$ cat src/rtl/gate_arbiter_if.sv
// gate_arbiter_if: requester/consumer bundle for the shared gate unit.
// master drives requests and resp_ready; slave is the arbiter side.
interface gate_arbiter_if #(
   parameter int NREQ = 4,
   parameter int W    = 1
);
   localparam int IDW = $clog2(NREQ);

   logic [NREQ-1:0]   req;
   logic [NREQ*W-1:0] req_a;
   logic [NREQ*W-1:0] req_b;
   logic [NREQ-1:0]   gnt;
   logic              resp_valid;
   logic              resp_ready;
   logic [IDW-1:0]    resp_id;
   logic [W-1:0]      resp_o1;
   logic [W-1:0]      resp_o2;
   logic [W-1:0]      resp_o3;

   modport master (
      output req, req_a, req_b, resp_ready,
      input  gnt, resp_valid, resp_id,
      input  resp_o1, resp_o2, resp_o3
   );

   modport slave (
      input  req, req_a, req_b, resp_ready,
      output gnt, resp_valid, resp_id,
      output resp_o1, resp_o2, resp_o3
   );
endinterface

$ cat src/rtl/gate_arbiter.sv
// gate_arbiter: round-robin sharing of one AND/OR/NOT unit among NREQ users.
// Define GATE_ARBITER_STATS_EN to add the saturating done_cnt output.
module gate_arbiter #(
   parameter int NREQ = 4,
   parameter int W    = 1,
   parameter int LAT  = 1
) (
   input  logic        clk,
   input  logic        rst_n,
`ifdef GATE_ARBITER_STATS_EN
   output logic [15:0] done_cnt,
`endif
   gate_arbiter_if.slave bus
);
   localparam int IDW = $clog2(NREQ);
   localparam int CW  = (LAT > 1) ? $clog2(LAT) : 1;
   localparam logic [IDW-1:0] LAST   = IDW'(NREQ - 1);
   localparam logic [CW-1:0]  CNT_LD = CW'(LAT - 1);

   typedef enum logic [1:0] {
      IDLE,
      BUSY,
      DONE
   } state_t;

   state_t          state, state_nxt;
   logic [IDW-1:0]  ptr, ptr_nxt;
   logic [IDW-1:0]  id, id_nxt;
   logic [IDW-1:0]  rid, rid_nxt;
   logic [CW-1:0]   cnt, cnt_nxt;
   logic [W-1:0]    op_a, op_a_nxt;
   logic [W-1:0]    op_b, op_b_nxt;
   logic [W-1:0]    o1, o1_nxt;
   logic [W-1:0]    o2, o2_nxt;
   logic [W-1:0]    o3, o3_nxt;
   logic [NREQ-1:0] gnt, gnt_nxt;
   logic            rvalid, rvalid_nxt;
   logic            fire;

   logic            found_lo, found_hi;
   logic [IDW-1:0]  win_lo, win_hi, win;

   // Lowest requester at/above ptr wins; else wrap to lowest overall.
   always_comb begin
      found_lo = 1'b0;
      found_hi = 1'b0;
      win_lo   = '0;
      win_hi   = '0;
      for (int i = NREQ - 1; i >= 0; i--) begin
         if (bus.req[i]) begin
            found_lo = 1'b1;
            win_lo   = IDW'(i);
         end
         if (bus.req[i] && (IDW'(i) >= ptr)) begin
            found_hi = 1'b1;
            win_hi   = IDW'(i);
         end
      end
      win = found_hi ? win_hi : win_lo;
   end

   assign fire = rvalid & bus.resp_ready;

   always_ff @(posedge clk) begin
      if (!rst_n) begin
         state  <= IDLE;
         ptr    <= '0;
         id     <= '0;
         rid    <= '0;
         cnt    <= '0;
         op_a   <= '0;
         op_b   <= '0;
         o1     <= '0;
         o2     <= '0;
         o3     <= '0;
         gnt    <= '0;
         rvalid <= 1'b0;
      end else begin
         state  <= state_nxt;
         ptr    <= ptr_nxt;
         id     <= id_nxt;
         rid    <= rid_nxt;
         cnt    <= cnt_nxt;
         op_a   <= op_a_nxt;
         op_b   <= op_b_nxt;
         o1     <= o1_nxt;
         o2     <= o2_nxt;
         o3     <= o3_nxt;
         gnt    <= gnt_nxt;
         rvalid <= rvalid_nxt;
      end
   end

   always_comb begin
      state_nxt  = state;
      ptr_nxt    = ptr;
      id_nxt     = id;
      rid_nxt    = rid;
      cnt_nxt    = cnt;
      op_a_nxt   = op_a;
      op_b_nxt   = op_b;
      o1_nxt     = o1;
      o2_nxt     = o2;
      o3_nxt     = o3;
      gnt_nxt    = '0;
      rvalid_nxt = rvalid;
      unique case (state)
         IDLE: begin
            if (found_lo) begin
               op_a_nxt     = bus.req_a[win*W +: W];
               op_b_nxt     = bus.req_b[win*W +: W];
               id_nxt       = win;
               ptr_nxt      = (win == LAST) ? '0 : win + 1'b1;
               cnt_nxt      = CNT_LD;
               gnt_nxt[win] = 1'b1;
               state_nxt    = BUSY;
            end
         end
         BUSY: begin
            if (cnt == '0) begin
               o1_nxt     = op_a & op_b;
               o2_nxt     = op_a | op_b;
               o3_nxt     = ~op_a;
               rid_nxt    = id;
               rvalid_nxt = 1'b1;
               state_nxt  = DONE;
            end else begin
               cnt_nxt = cnt - 1'b1;
            end
         end
         DONE: begin
            if (fire) begin
               rvalid_nxt = 1'b0;
               state_nxt  = IDLE;
            end
         end
         default: state_nxt = IDLE;
      endcase
   end

`ifdef GATE_ARBITER_STATS_EN
   always_ff @(posedge clk) begin
      if (!rst_n)
         done_cnt <= '0;
      else if (fire && (done_cnt != 16'hFFFF))
         done_cnt <= done_cnt + 16'd1;
   end
`endif

   assign bus.gnt        = gnt;
   assign bus.resp_valid = rvalid;
   assign bus.resp_id    = rid;
   assign bus.resp_o1    = o1;
   assign bus.resp_o2    = o2;
   assign bus.resp_o3    = o3;
endmodule

$ cat src/flat_wrapper.sv
// flat-port wrapper written by rule: the top's interface ports become plain ports
module gate_arbiter_flat 
#(
   parameter int NREQ = 4,
   parameter int W    = 1,
   parameter int LAT  = 1
)
  (clk, rst_n, bus_req, bus_req_a, bus_req_b, bus_resp_ready, bus_gnt, bus_resp_valid, bus_resp_id, bus_resp_o1, bus_resp_o2, bus_resp_o3);
  gate_arbiter_if #(.NREQ(NREQ), .W(W)) bus_i ();
  input  logic clk;
  input  logic rst_n;
  input wire logic [$bits(bus_i.req)-1:0] bus_req;
  input wire logic [$bits(bus_i.req_a)-1:0] bus_req_a;
  input wire logic [$bits(bus_i.req_b)-1:0] bus_req_b;
  input wire logic [$bits(bus_i.resp_ready)-1:0] bus_resp_ready;
  output wire logic [$bits(bus_i.gnt)-1:0] bus_gnt;
  output wire logic [$bits(bus_i.resp_valid)-1:0] bus_resp_valid;
  output wire logic [$bits(bus_i.resp_id)-1:0] bus_resp_id;
  output wire logic [$bits(bus_i.resp_o1)-1:0] bus_resp_o1;
  output wire logic [$bits(bus_i.resp_o2)-1:0] bus_resp_o2;
  output wire logic [$bits(bus_i.resp_o3)-1:0] bus_resp_o3;
  assign bus_i.req = bus_req;
  assign bus_i.req_a = bus_req_a;
  assign bus_i.req_b = bus_req_b;
  assign bus_i.resp_ready = bus_resp_ready;
  assign bus_gnt = bus_i.gnt;
  assign bus_resp_valid = bus_i.resp_valid;
  assign bus_resp_id = bus_i.resp_id;
  assign bus_resp_o1 = bus_i.resp_o1;
  assign bus_resp_o2 = bus_i.resp_o2;
  assign bus_resp_o3 = bus_i.resp_o3;
  gate_arbiter #(.NREQ(NREQ), .W(W), .LAT(LAT)) u_core (.clk(clk), .rst_n(rst_n), .bus(bus_i));
endmodule
$ cat config.mk
export PLATFORM = sky130hd
export DESIGN_NAME = gate_arbiter_flat
export DESIGN_NICKNAME = d
export VERILOG_FILES = /design/src/rtl/gate_arbiter_if.sv /design/src/rtl/gate_arbiter.sv /design/src/flat_wrapper.sv
export SDC_FILE = /design/constraint.sdc
export NUM_CORES = 1
export LEC_CHECK = 0
export BUFFER_PORTS_ARGS = -buffer_cell sky130_fd_sc_hd__buf_2
export CAP_MARGIN = 25
export CORE_MARGIN = 3
export CORE_UTILIZATION = 25
export DETAILED_ROUTE_END_ITERATION = 6
export GPL_TIMING_DRIVEN = 0
export MAX_ROUTING_LAYER = met4
export SYNTH_ARGS = -nofsm -noshare
export SYNTH_HDL_FRONTEND = slang
export SYNTH_SLANG_ARGS = --single-unit
export TNS_END_PERCENT = 50
$ cat constraint.sdc
create_clock -name clk -period 2.52 [get_ports clk]
set_input_delay 0.504 -clock clk [delete_from_list [all_inputs] [get_ports clk]]
set_output_delay 0.504 -clock clk [all_outputs]
set_load 0.02 [all_outputs]
==> out/metrics.cfg, run 1 <==
[outcome]
status=finished, final reports clean

[routing]
vias=650
wl_um=1580
via_per_inst=4.22
drcViolationCount=0
first_pass_iters=4
drt_iter0_drc=14
wl_per_cell_um=10.3
postRouteAntennaNets=0

[final_layout]
layout.cells.most_common_list=buf_2 (25), dfxtp_1 (18), mux2i_1 (9), nor2b_1 (7)
diodes=0
fillers=329
instances_no_fill=154
mostFrequentLayoutCell=buf_2
nNetsFinal=130
area_delta_synth_final_pct=25.3
drive_above_1_share_pct=32.7
final_cell_area_sq_um=1050

[worst_setup_path]
crit_buf_inv=0
rr_endpoint=u_core.ptr[1]
path_max_fanout=7
arrival_ns=1.91
end_kind=flip-flop
r2r_start=u_core.ptr[0]
path_cells=nand2b_1, a21oi_1, a211oi_2, ha_1, mux2i_1, nor2b_1
slowest_delay_ns=0.49
path_class=flip-flop to flip-flop
reg2reg_slack_ns=0.80
r2r_cells=6
cp-start-kind=flip-flop
critPathTopFamily=compound AO/OA/AOI/OAI gates
crit_slowest_cell=a211oi_2
critical_path_required_ns=2.71

[global_route]
grtUsageTotal_pct=8.60
grt_overflow=0
gr-usage-met1_pct=11.2
grt_use_met2_pct=12.4
grt_pass1_wl_um=2820
met3_usage_pct=3.16
first_global_vias=636
antenna_found_initial=0
top_usage_layer=met2
grt_max_degree=11

[floorplan]
io_pins=25
fp-row-count=20
die_area_sq_um=4070
die_h_um=63.8
start_util_pct=26.7
coreArea_sq_um=3130
fp.dieW_um=63.8

[placed_design]
gp_congestion=0.721
place_inst=150
hpwl_um=1240
placed_area_sq_um=1010
portBuffers=24
place_ws_ns=0.577

[power_and_ir_drop]
p_leak_uw=0.000514
p_per_area_nw_per_um2=698
clkPwrFrac_pct=23.9
switching_share_pct=30.3
p_seq_share_pct=47.7
internal_power_uw=509
pwr-share-comb_pct=28.4
p_switching_uw=222
irDropWorstVdd_mv=0.213

[cts]
cts_setup_buffers=0
clock_tree.root_cell=clkbuf_4
clk_latency_ns=0.29
cts.sinks=18
htree_levels=1
clockBufferDepth=2
cts_tree=yes
clkTransAtPathRegs_ns=0.10
postCtsHoldBufs=0
cts_buffers=3
cts-resized-gates=0

[synthesis]
synth-edff-count=0
syn_area_sq_um=836
ys_seq_elements=18
synthCells=82
yosysWarnings=0
synthDistinctLibCells=29
synth_top_area_share_pct=43.1
synthTopCellsByArea=dfxtp_1 (43%), mux2i_1 (11%), ha_1 (6.0%), nor2b_1 (5.2%), nand2b_1 (3.7%)
synth_fp_nets=101
synth_flop_cell=dfxtp_1
synth_top_area_cell=dfxtp_1
seq_area_frac_synth_pct=43.1
synthArstFlopShare_pct=0
synth_area_per_cell_sq_um=10.2

[timing]
rsz0062_at_grt=no
tightest_slew_ns=0.536
slew_headroom_pct=64.2
tns_ns=0
slew_viol_final=0
finalCritPeriodShare_pct=68.1
fin_ws_ns=0.804
layout_min_cycle_time_ns=1.72
finalSetupViolCount=0
fin_skew_ns=0.00440
max_freq_ghz=0.583
hold_viol_final=0

[min_path]
min_from=u_core.bus.resp_o1
hold_end=u_core.bus.resp_o1
hold_path_class=flip-flop to flip-flop
hold_path_depth=2

[run]
cap_violations=0

==> cells by family after synthesis <==
family | count (synthesis) | share of synthesized area, %
and+or+nand+nor | 25 | 18.0
AOI/OAI and AO/OA | 17 | 16.6
adders and majority gates | 4 | 5.99
muxes | 9 | 10.8
DFF | 18 | 43.1
buffers and inverters | 9 | 5.54
==> Yosys cell counts (all sizes together) (2+ instances only) <==
| master | n |
|---|---|
| dfxtp | 18 |
| nor2b | 7 |
| mux2i | 9 |
| nand3b | 2 |
| buf | 3 |
| o221ai | 2 |
| a21oi | 4 |
| ha | 4 |
| and3 | 4 |
| inv | 5 |
| nand2 | 3 |
| o211a | 2 |
| nand2b | 5 |
| nor2 | 2 |
==> sequential cells by signal (all words and copies together) (netlist names) <==
register / cells
u_core.bus.gnt: 4
u_core.bus.resp_id: 2
u_core.id: 2
u_core.ptr: 2
u_core.state: 2
u_core.bus.resp_o1: 1
u_core.bus.resp_o2: 1
u_core.bus.resp_o3: 1
u_core.bus.resp_valid: 1
u_core.op_a: 1
u_core.op_b: 1
==> worst register-to-register path: cells and delay by family (launching register included) <==
family,cells,cell delay [ns]
AND/OR/NAND/NOR,2,0.20
adder cells (fa/ha/maj),1,0.32
multiplexers,1,0.13
AO/OA/AOI/OAI,2,0.57
flip-flops,1,0.39
==> power by group through the flow <==
stage	clock, uW	combinational, uW	sequential [uW]
after floorplan	0	139	368
after global placement	0	203	354
after detailed placement	0	208	356
after CTS	184	211	349
after global routing	190	235	354
final	174	208	349
==> stage by stage <==
step	hold WS (ns)	utilization, %	power (uW)
after floorplan	0.480	-	507
after global placement	0.462	32.3	557
after detailed placement	0.473	32.3	564
after CTS	0.485	33.5	744
after global routing	0.520	33.5	779
final	0.483	33.5	731
==> layer usage <==
layer	routed length, um	share of wire (%)
met1	803	51
met2	656	41
met3	124	7.8
met4	0	0
met5	0	0
==> how the worst max path moves through the flow <==
stage	from	cells after the start	to
3_3_place_gp	bus_req[2]	7	u_core.ptr[1]
4_1_cts	u_core.ptr[0]	6	u_core.ptr[1]
2_1_floorplan	bus_req[2]	6	u_core.ptr[1]
3_5_place_dp	bus_req[2]	7	u_core.ptr[1]
5_1_grt	u_core.ptr[0]	6	u_core.bus.gnt[2]
6_report	u_core.ptr[0]	6	u_core.ptr[1]
==> layout make-up <==
| cell class | count | area (sq um) | share of cell area, % |
|---|---|---|---|
| buffer | 4 | 27.5 | 2.63 |
| inverter | 5 | 18.8 | 1.79 |
| tap | 44 | 55.1 | 5.26 |
| clock buffer | 4 | 36.3 | 3.46 |
| multi-input combinational | 55 | 429 | 41.0 |
| sequential | 18 | 360 | 34.4 |
| timing repair buffer | 24 | 120 | 11.5 |
(Power assumes the default switching activity.)
==> run 2, diff against run 1 <==
==> constraint.sdc (replaced) <==
create_clock -name clk -period 1.5 [get_ports clk]
set_input_delay 0.3 -clock clk [delete_from_list [all_inputs] [get_ports clk]]
set_output_delay 0.3 -clock clk [all_outputs]
set_load 0.02 [all_outputs]
==> out/metrics.cfg, run 2 (synthesis gave the netlist of run 1 again) <==
[placed_design]
gp_congestion=0.721  ; unchanged
place_inst=150  ; unchanged
placed_area_sq_um=1010  ; unchanged
hpwl_um=1240  ; unchanged
portBuffers=24  ; unchanged

[floorplan]
fp.dieW_um=63.8  ; unchanged
io_pins=25  ; unchanged
die_area_sq_um=4070  ; unchanged
coreArea_sq_um=3130  ; unchanged
start_util_pct=26.7  ; unchanged
die_h_um=63.8  ; unchanged
fp-row-count=20  ; unchanged

[global_route]
grtUsageTotal_pct=9.32  ; +0.72 points
antenna_found_initial=0  ; unchanged
grt_max_degree=11  ; unchanged
grt_overflow=0  ; unchanged
grt_pass1_wl_um=3020  ; +7.1%
first_global_vias=687  ; +8.0%

[cts]
cts_tree=yes
clkTransAtPathRegs_ns=0.10  ; about the same
clk_latency_ns=0.28  ; about the same
htree_levels=1  ; unchanged
cts_buffers=3  ; unchanged
cts.sinks=18  ; unchanged
postCtsHoldBufs=0  ; unchanged
clockBufferDepth=2  ; unchanged
clock_tree.root_cell=clkbuf_4

[final_layout]
instances_no_fill=160  ; +3.9%
top_register=u_core.bus.gnt
mostFrequentLayoutCell=buf_2
area_delta_synth_final_pct=38.0
nNetsFinal=136  ; +4.6%
drive_above_1_share_pct=44.0  ; +11 points
diodes=0  ; unchanged
final_cell_area_sq_um=1150  ; +10%
largest_reg_flops=4  ; unchanged
layout.cells.most_common_list=buf_2 (25), dfxtp_1 (16), mux2i_1 (9), nor2b_1 (7), buf_4 (5)

[worst_setup_path]
crit_slowest_cell=dfxtp_2
path_cells=buf_4, o22ai_4, a211oi_4, buf_6, buf_4, ha_1, and3_1
critPathLaunch=u_core.ptr[0]
crit_buf_inv=3  ; +3
arrival_ns=1.65  ; -0.26 ns
slowest_delay_ns=0.34  ; -0.15 ns
reg2reg_slack_ns=0.04  ; -0.76 ns
cp-start-kind=flip-flop
end_kind=flip-flop
path_max_fanout=3  ; -4
crit_top_cell=buf_4
path_class=flip-flop to flip-flop
critPathTopFamily=buffers and inverters
critical_path_required_ns=1.69  ; -1.02 ns
r2r_start=u_core.ptr[0]

[power_and_ir_drop]
p_per_area_nw_per_um2=1170  ; +67%
p_leak_uw=0.000553  ; +7.6%
irDropWorstVdd_mv=0.358  ; +68%

[routing]
via_per_inst=4.20  ; -0.49%
wl_per_cell_um=10.7  ; +4.3%
wl_um=1720  ; +8.4%
postRouteAntennaNets=0  ; unchanged
drt_iter0_drc=22  ; +8
vias=672  ; +3.4%
first_pass_iters=4  ; unchanged
drcViolationCount=0  ; unchanged

[timing]
tightest_slew_ns=0.373  ; -0.163 ns
layout_min_cycle_time_ns=1.46  ; -0.257 ns
slew_headroom_pct=75.1  ; +11 points
fin_skew_ns=0.00191  ; -0.00249 ns
max_freq_ghz=0.686  ; +18%
finalCritPeriodShare_pct=97.2  ; +29 points
slew_viol_final=0  ; unchanged
tns_ns=0  ; unchanged
hold_viol_final=0  ; unchanged
finalSetupViolCount=0  ; unchanged
whs_ns=0.313  ; -0.170 ns

[outcome]
status=finished, final reports clean

[min_path]
min_from=bus_req_b[1]
hold_path_class=primary input to flip-flop

[run]
cap_violations=0  ; unchanged

[run 2: cell types whose count changed in the layout (fill, tap and decap cells not counted), sizes merged]
| cell | delta |
|---|---|
| buf | +6 |
[run 2: area by class of cell]
type | count | area, sq um
plain buffers | 4 | 27.5
clock buffers | 4 | 36.3
fillers | 322 | 1970
inverters | 5 | 18.8
multi-input cells | 55 | 478
flip-flops and latches | 18 | 365
well taps | 44 | 55.1
repair buffers | 30 | 173
[run 2: layer usage]
layer	wire length, um	up-vias	global-route usage [%]
met2	718	21	14.2
met5	0	-	-
met3	125	0	3.16
met1	874	298	11.8
met4	0	0	2.43
li1	-	353	-
[run 2: worst reg2reg max path: cells and delay by family (launching register included)]
family	cells	cell delay (ns)
flip-flops	1	0.34
adder cells (fa/ha/maj)	1	0.18
buffers and inverters	3	0.41
AO/OA/AOI/OAI	2	0.27
AND/OR/NAND/NOR	1	0.16
[run 2: per-stage QoR]
| stage | total power [uW] | utilization, % | worst slack [ns] |
|---|---|---|---|
| after CTS | 1310 | 35.1 | 0.000490 |
| after floorplan | 852 | - | 0.0389 |
| after global routing | 1430 | 36.9 | -0.00325 |
| after detailed placement | 948 | 32.3 | -0.239 |
| final | 1350 | 36.9 | 0.0418 |
| after global placement | 936 | 32.3 | -0.221 |
[run 2: worst paths after layout]
path                                            to  cells after the start
worst min register to register  u_core.bus.resp_o1                      2
worst max register to register   u_core.bus.gnt[1]                      7
worst min-delay path                   u_core.op_b                      3
worst max-delay path             u_core.bus.gnt[1]                      7
[run 2: where the power goes]
group | switching, uW | total [uW] | internal [uW]
sequential | 38.6 | 584 | 546
clock | 142 | 290 | 148
combinational | 231 | 471 | 240
total | 412 | 1350 | 933
[run 2: timing repair]
item                                   4_1_cts  5_1_grt
pin swaps                                    2        3
setup endpoints to repair                    7        6
resized for setup                            5        9
buffers inserted                             4        2
endpoints found under the hold margin        0        0
==> run 3, diff against run 2 <==
--- a/config.mk
+++ b/config.mk
@@ -5,6 +5,7 @@
 export SDC_FILE = /design/constraint.sdc
 export NUM_CORES = 1
 export LEC_CHECK = 0
+export ABC_AREA = 1
 export BUFFER_PORTS_ARGS = -buffer_cell sky130_fd_sc_hd__buf_2
 export CAP_MARGIN = 25
 export CORE_MARGIN = 3
==> constraint.sdc (replaced) <==
create_clock -name clk -period 1.54 [get_ports clk]
set_input_delay 0.308 -clock clk [delete_from_list [all_inputs] [get_ports clk]]
set_output_delay 0.308 -clock clk [all_outputs]
set_load 0.02 [all_outputs]
==> out/metrics.cfg, run 3 <==
[final_layout]
layout.cells.most_common_list=buf_2 (24), inv_1 (23), nand2_1 (18), nor2_1 (16), dfxtp_1 (16)
utilization_pct=34.0  ; -2.9 points
final_cell_area_sq_um=1150  ; -0.22%
top_register=u_core.bus.gnt
instances_no_fill=200  ; +25%
area_delta_synth_final_pct=28.5
largest_reg_flops=4  ; unchanged
drive_above_1_share_pct=33.8  ; -10 points
diodes=0  ; unchanged
mostFrequentLayoutCell=buf_2
nNetsFinal=175  ; +29%

[global_route]
grtUsageTotal_pct=9.70  ; +0.37 points
grt_overflow=0  ; unchanged
grt_max_degree=10  ; -1
grt_pass1_wl_um=3240  ; +7.3%
first_global_vias=769  ; +12%
antenna_found_initial=0  ; unchanged

[timing]
slew_headroom_pct=73.9  ; -1.3 points
slew_viol_final=0  ; unchanged
fin_ws_ns=0.0888  ; +0.0470 ns
max_freq_ghz=0.689  ; +0.48%
fin_skew_ns=0.00247  ; +0.000557 ns
tns_ns=0  ; unchanged
layout_min_cycle_time_ns=1.45  ; -0.00703 ns
finalSetupViolCount=0  ; unchanged
hold_viol_final=0  ; unchanged
finalCritPeriodShare_pct=94.2  ; -3.0 points
tightest_slew_ns=0.391  ; +0.0174 ns

[worst_setup_path]
path_max_fanout=4  ; +1
arrival_ns=1.63  ; -0.02 ns
path_class=flip-flop to flip-flop
r2r_start=u_core.ptr[1]
end_kind=flip-flop
rr_endpoint=u_core.ptr[1]
critical_path_required_ns=1.72  ; +0.03 ns
critPathLaunch=u_core.ptr[1]
reg2reg_slack_ns=0.09  ; +0.05 ns
cp-start-kind=flip-flop
r2r_cells=8  ; +1

[min_path]
hold_path_class=primary input to flip-flop
min_from=bus_resp_ready
hold_end=u_core.bus.resp_valid
hold_path_depth=2  ; -1

[routing]
drcViolationCount=0  ; unchanged
postRouteAntennaNets=0  ; unchanged
drt_iter0_drc=35  ; +59%
wl_per_cell_um=8.91  ; -17%
vias=823  ; +22%
via_per_inst=4.12  ; -2.0%
wl_um=1780  ; +3.8%
first_pass_iters=6  ; +2

[cts]
clock_tree.root_cell=clkbuf_4
clkTransAtPathRegs_ns=0.09  ; about the same
cts_tree=yes
cts.sinks=18  ; unchanged
cts_buffers=3  ; unchanged
clockBufferDepth=2  ; unchanged
htree_levels=1  ; unchanged
clk_latency_ns=0.28  ; about the same

[synthesis]
synth_flop_cell=dfxtp_1
synthTopCellsByArea=dfxtp_1 (40%), inv_1 (9.6%), nand2_1 (8.0%), nor2_1 (7.5%), nand3_1 (6.7%)
yosys-top-cells-count=inv_1 (23), nand2_1 (19), dfxtp_1 (18), nor2_1 (18), nand3_1 (12)
synth-edff-count=0  ; unchanged
synth_area_per_cell_sq_um=7.34  ; -28%
synth_top_area_cell=dfxtp_1
synthArstFlopShare_pct=0  ; unchanged
seq_area_frac_synth_pct=40.2  ; -2.9 points
yosysWarnings=0  ; unchanged
ys_seq_elements=18  ; unchanged
synth_top_area_share_pct=40.2  ; -2.9 points
synth_fp_nets=141  ; +40%
synthDistinctLibCells=21  ; -28%
yosysMostFrequentCell=inv_1
synthCells=122  ; +49%
syn_area_sq_um=896  ; +7.2%

[placed_design]
portBuffers=24  ; unchanged
hpwl_um=1390  ; +12%
place_inst=192  ; +28%
place_ws_ns=-0.0905  ; +0.149 ns
placed_area_sq_um=1070  ; +6.2%
gp_congestion=0.702  ; -2.7%

[power_and_ir_drop]
p_leak_uw=0.000603  ; +9.2%
p_per_area_nw_per_um2=1070  ; -7.9%
irDropWorstVdd_mv=0.276  ; -23%

[floorplan]
die_h_um=65.9  ; +3.2%
coreArea_sq_um=3390  ; +8.4%
io_pins=25  ; unchanged
fp-row-count=21  ; +5.0%
fp.dieW_um=65.9  ; +3.2%
start_util_pct=26.4  ; -0.29 points
die_area_sq_um=4340  ; +6.5%

[run]
cap_violations=0  ; unchanged

[outcome]
status=finished, final reports clean

==> run 3: cell count changes after synthesis, moves of 7 or more <==
cell / delta
inv_1: +18
nor2_1: +16
nand3_1: +11
nand2_1: +17
nor2b_1: -7
mux2i_1: -9
==> run 3: timing repair <==
item / CTS / global route
endpoints found under the hold margin: 0 / 0
hold buffers: 0 / 0
setup endpoints to repair: 1 / 1
setup buffers: 2 / 3
resized for setup: 0 / 6
pin swaps: 2 / 3
==> run 3: critical path, cell delays in order (launching register included) <==
cell and delay (ns):
dfxtp_2 0.38, nand2_2 0.08, a21oi_4 0.17, nand3_2 0.13, nand2_4 0.11, inv_2 0.05
ha_1 0.28, nor2_1 0.10, nor2_1 0.05
==> run 3: area by class of cell <==
class                      count  area [sq um]
fill                         377          2240
timing repair buffer          29           158
clock buffer                   3          22.5
inverter                      28           105
sequential                    18           363
multi-input combinational     76           445
tap                           46          57.6
==> run 3: how the worst max path moves through the flow <==
stage | end | slack, ns | depth (start not counted)
after detailed placement | u_core.ptr[1] | -0.09 | 10
after floorplan | u_core.ptr[1] | 0.13 | 9
after global routing | u_core.ptr[1] | -0.01 | 8
final | u_core.ptr[1] | 0.09 | 8
after CTS | u_core.ptr[1] | 0.01 | 8
after global placement | u_core.ptr[1] | -0.1 | 10
==> run 3: logic make-up after synthesis <==
family / after synthesis / share of synthesized area, %
compound gates: 18 / 14.8
flops: 18 / 40.2
fa+ha+maj: 4 / 5.59
simple gates: 54 / 27.7
buf+inv: 28 / 11.7
==> run 3: stage by stage <==
stage	total power [uW]	hold slack (ns)
3_5_place_dp	977	0.459
4_1_cts	1220	0.240
2_1_floorplan	871	0.444
5_1_grt	1340	0.251
3_3_place_gp	973	0.454
6_report	1240	0.252
==> run 3: routing by layer <==
layer	vias up	routed length (um)	GRT usage (%)
met2	20	848	14.5
met1	360	821	12.9
met4	0	23	3.89
met5	-	0	-
met3	2	90	1.70
li1	441	-	-
==> run 3: where the power goes <==
group | switching, uW | total [uW] | leakage, uW | internal [uW]
combinational | 261 | 439 | 0.000441 | 178
sequential | 40.0 | 573 | 0.000149 | 533
clock | 133 | 224 | 0.0000138 | 90.8
total | 434 | 1240 | 0.000603 | 802
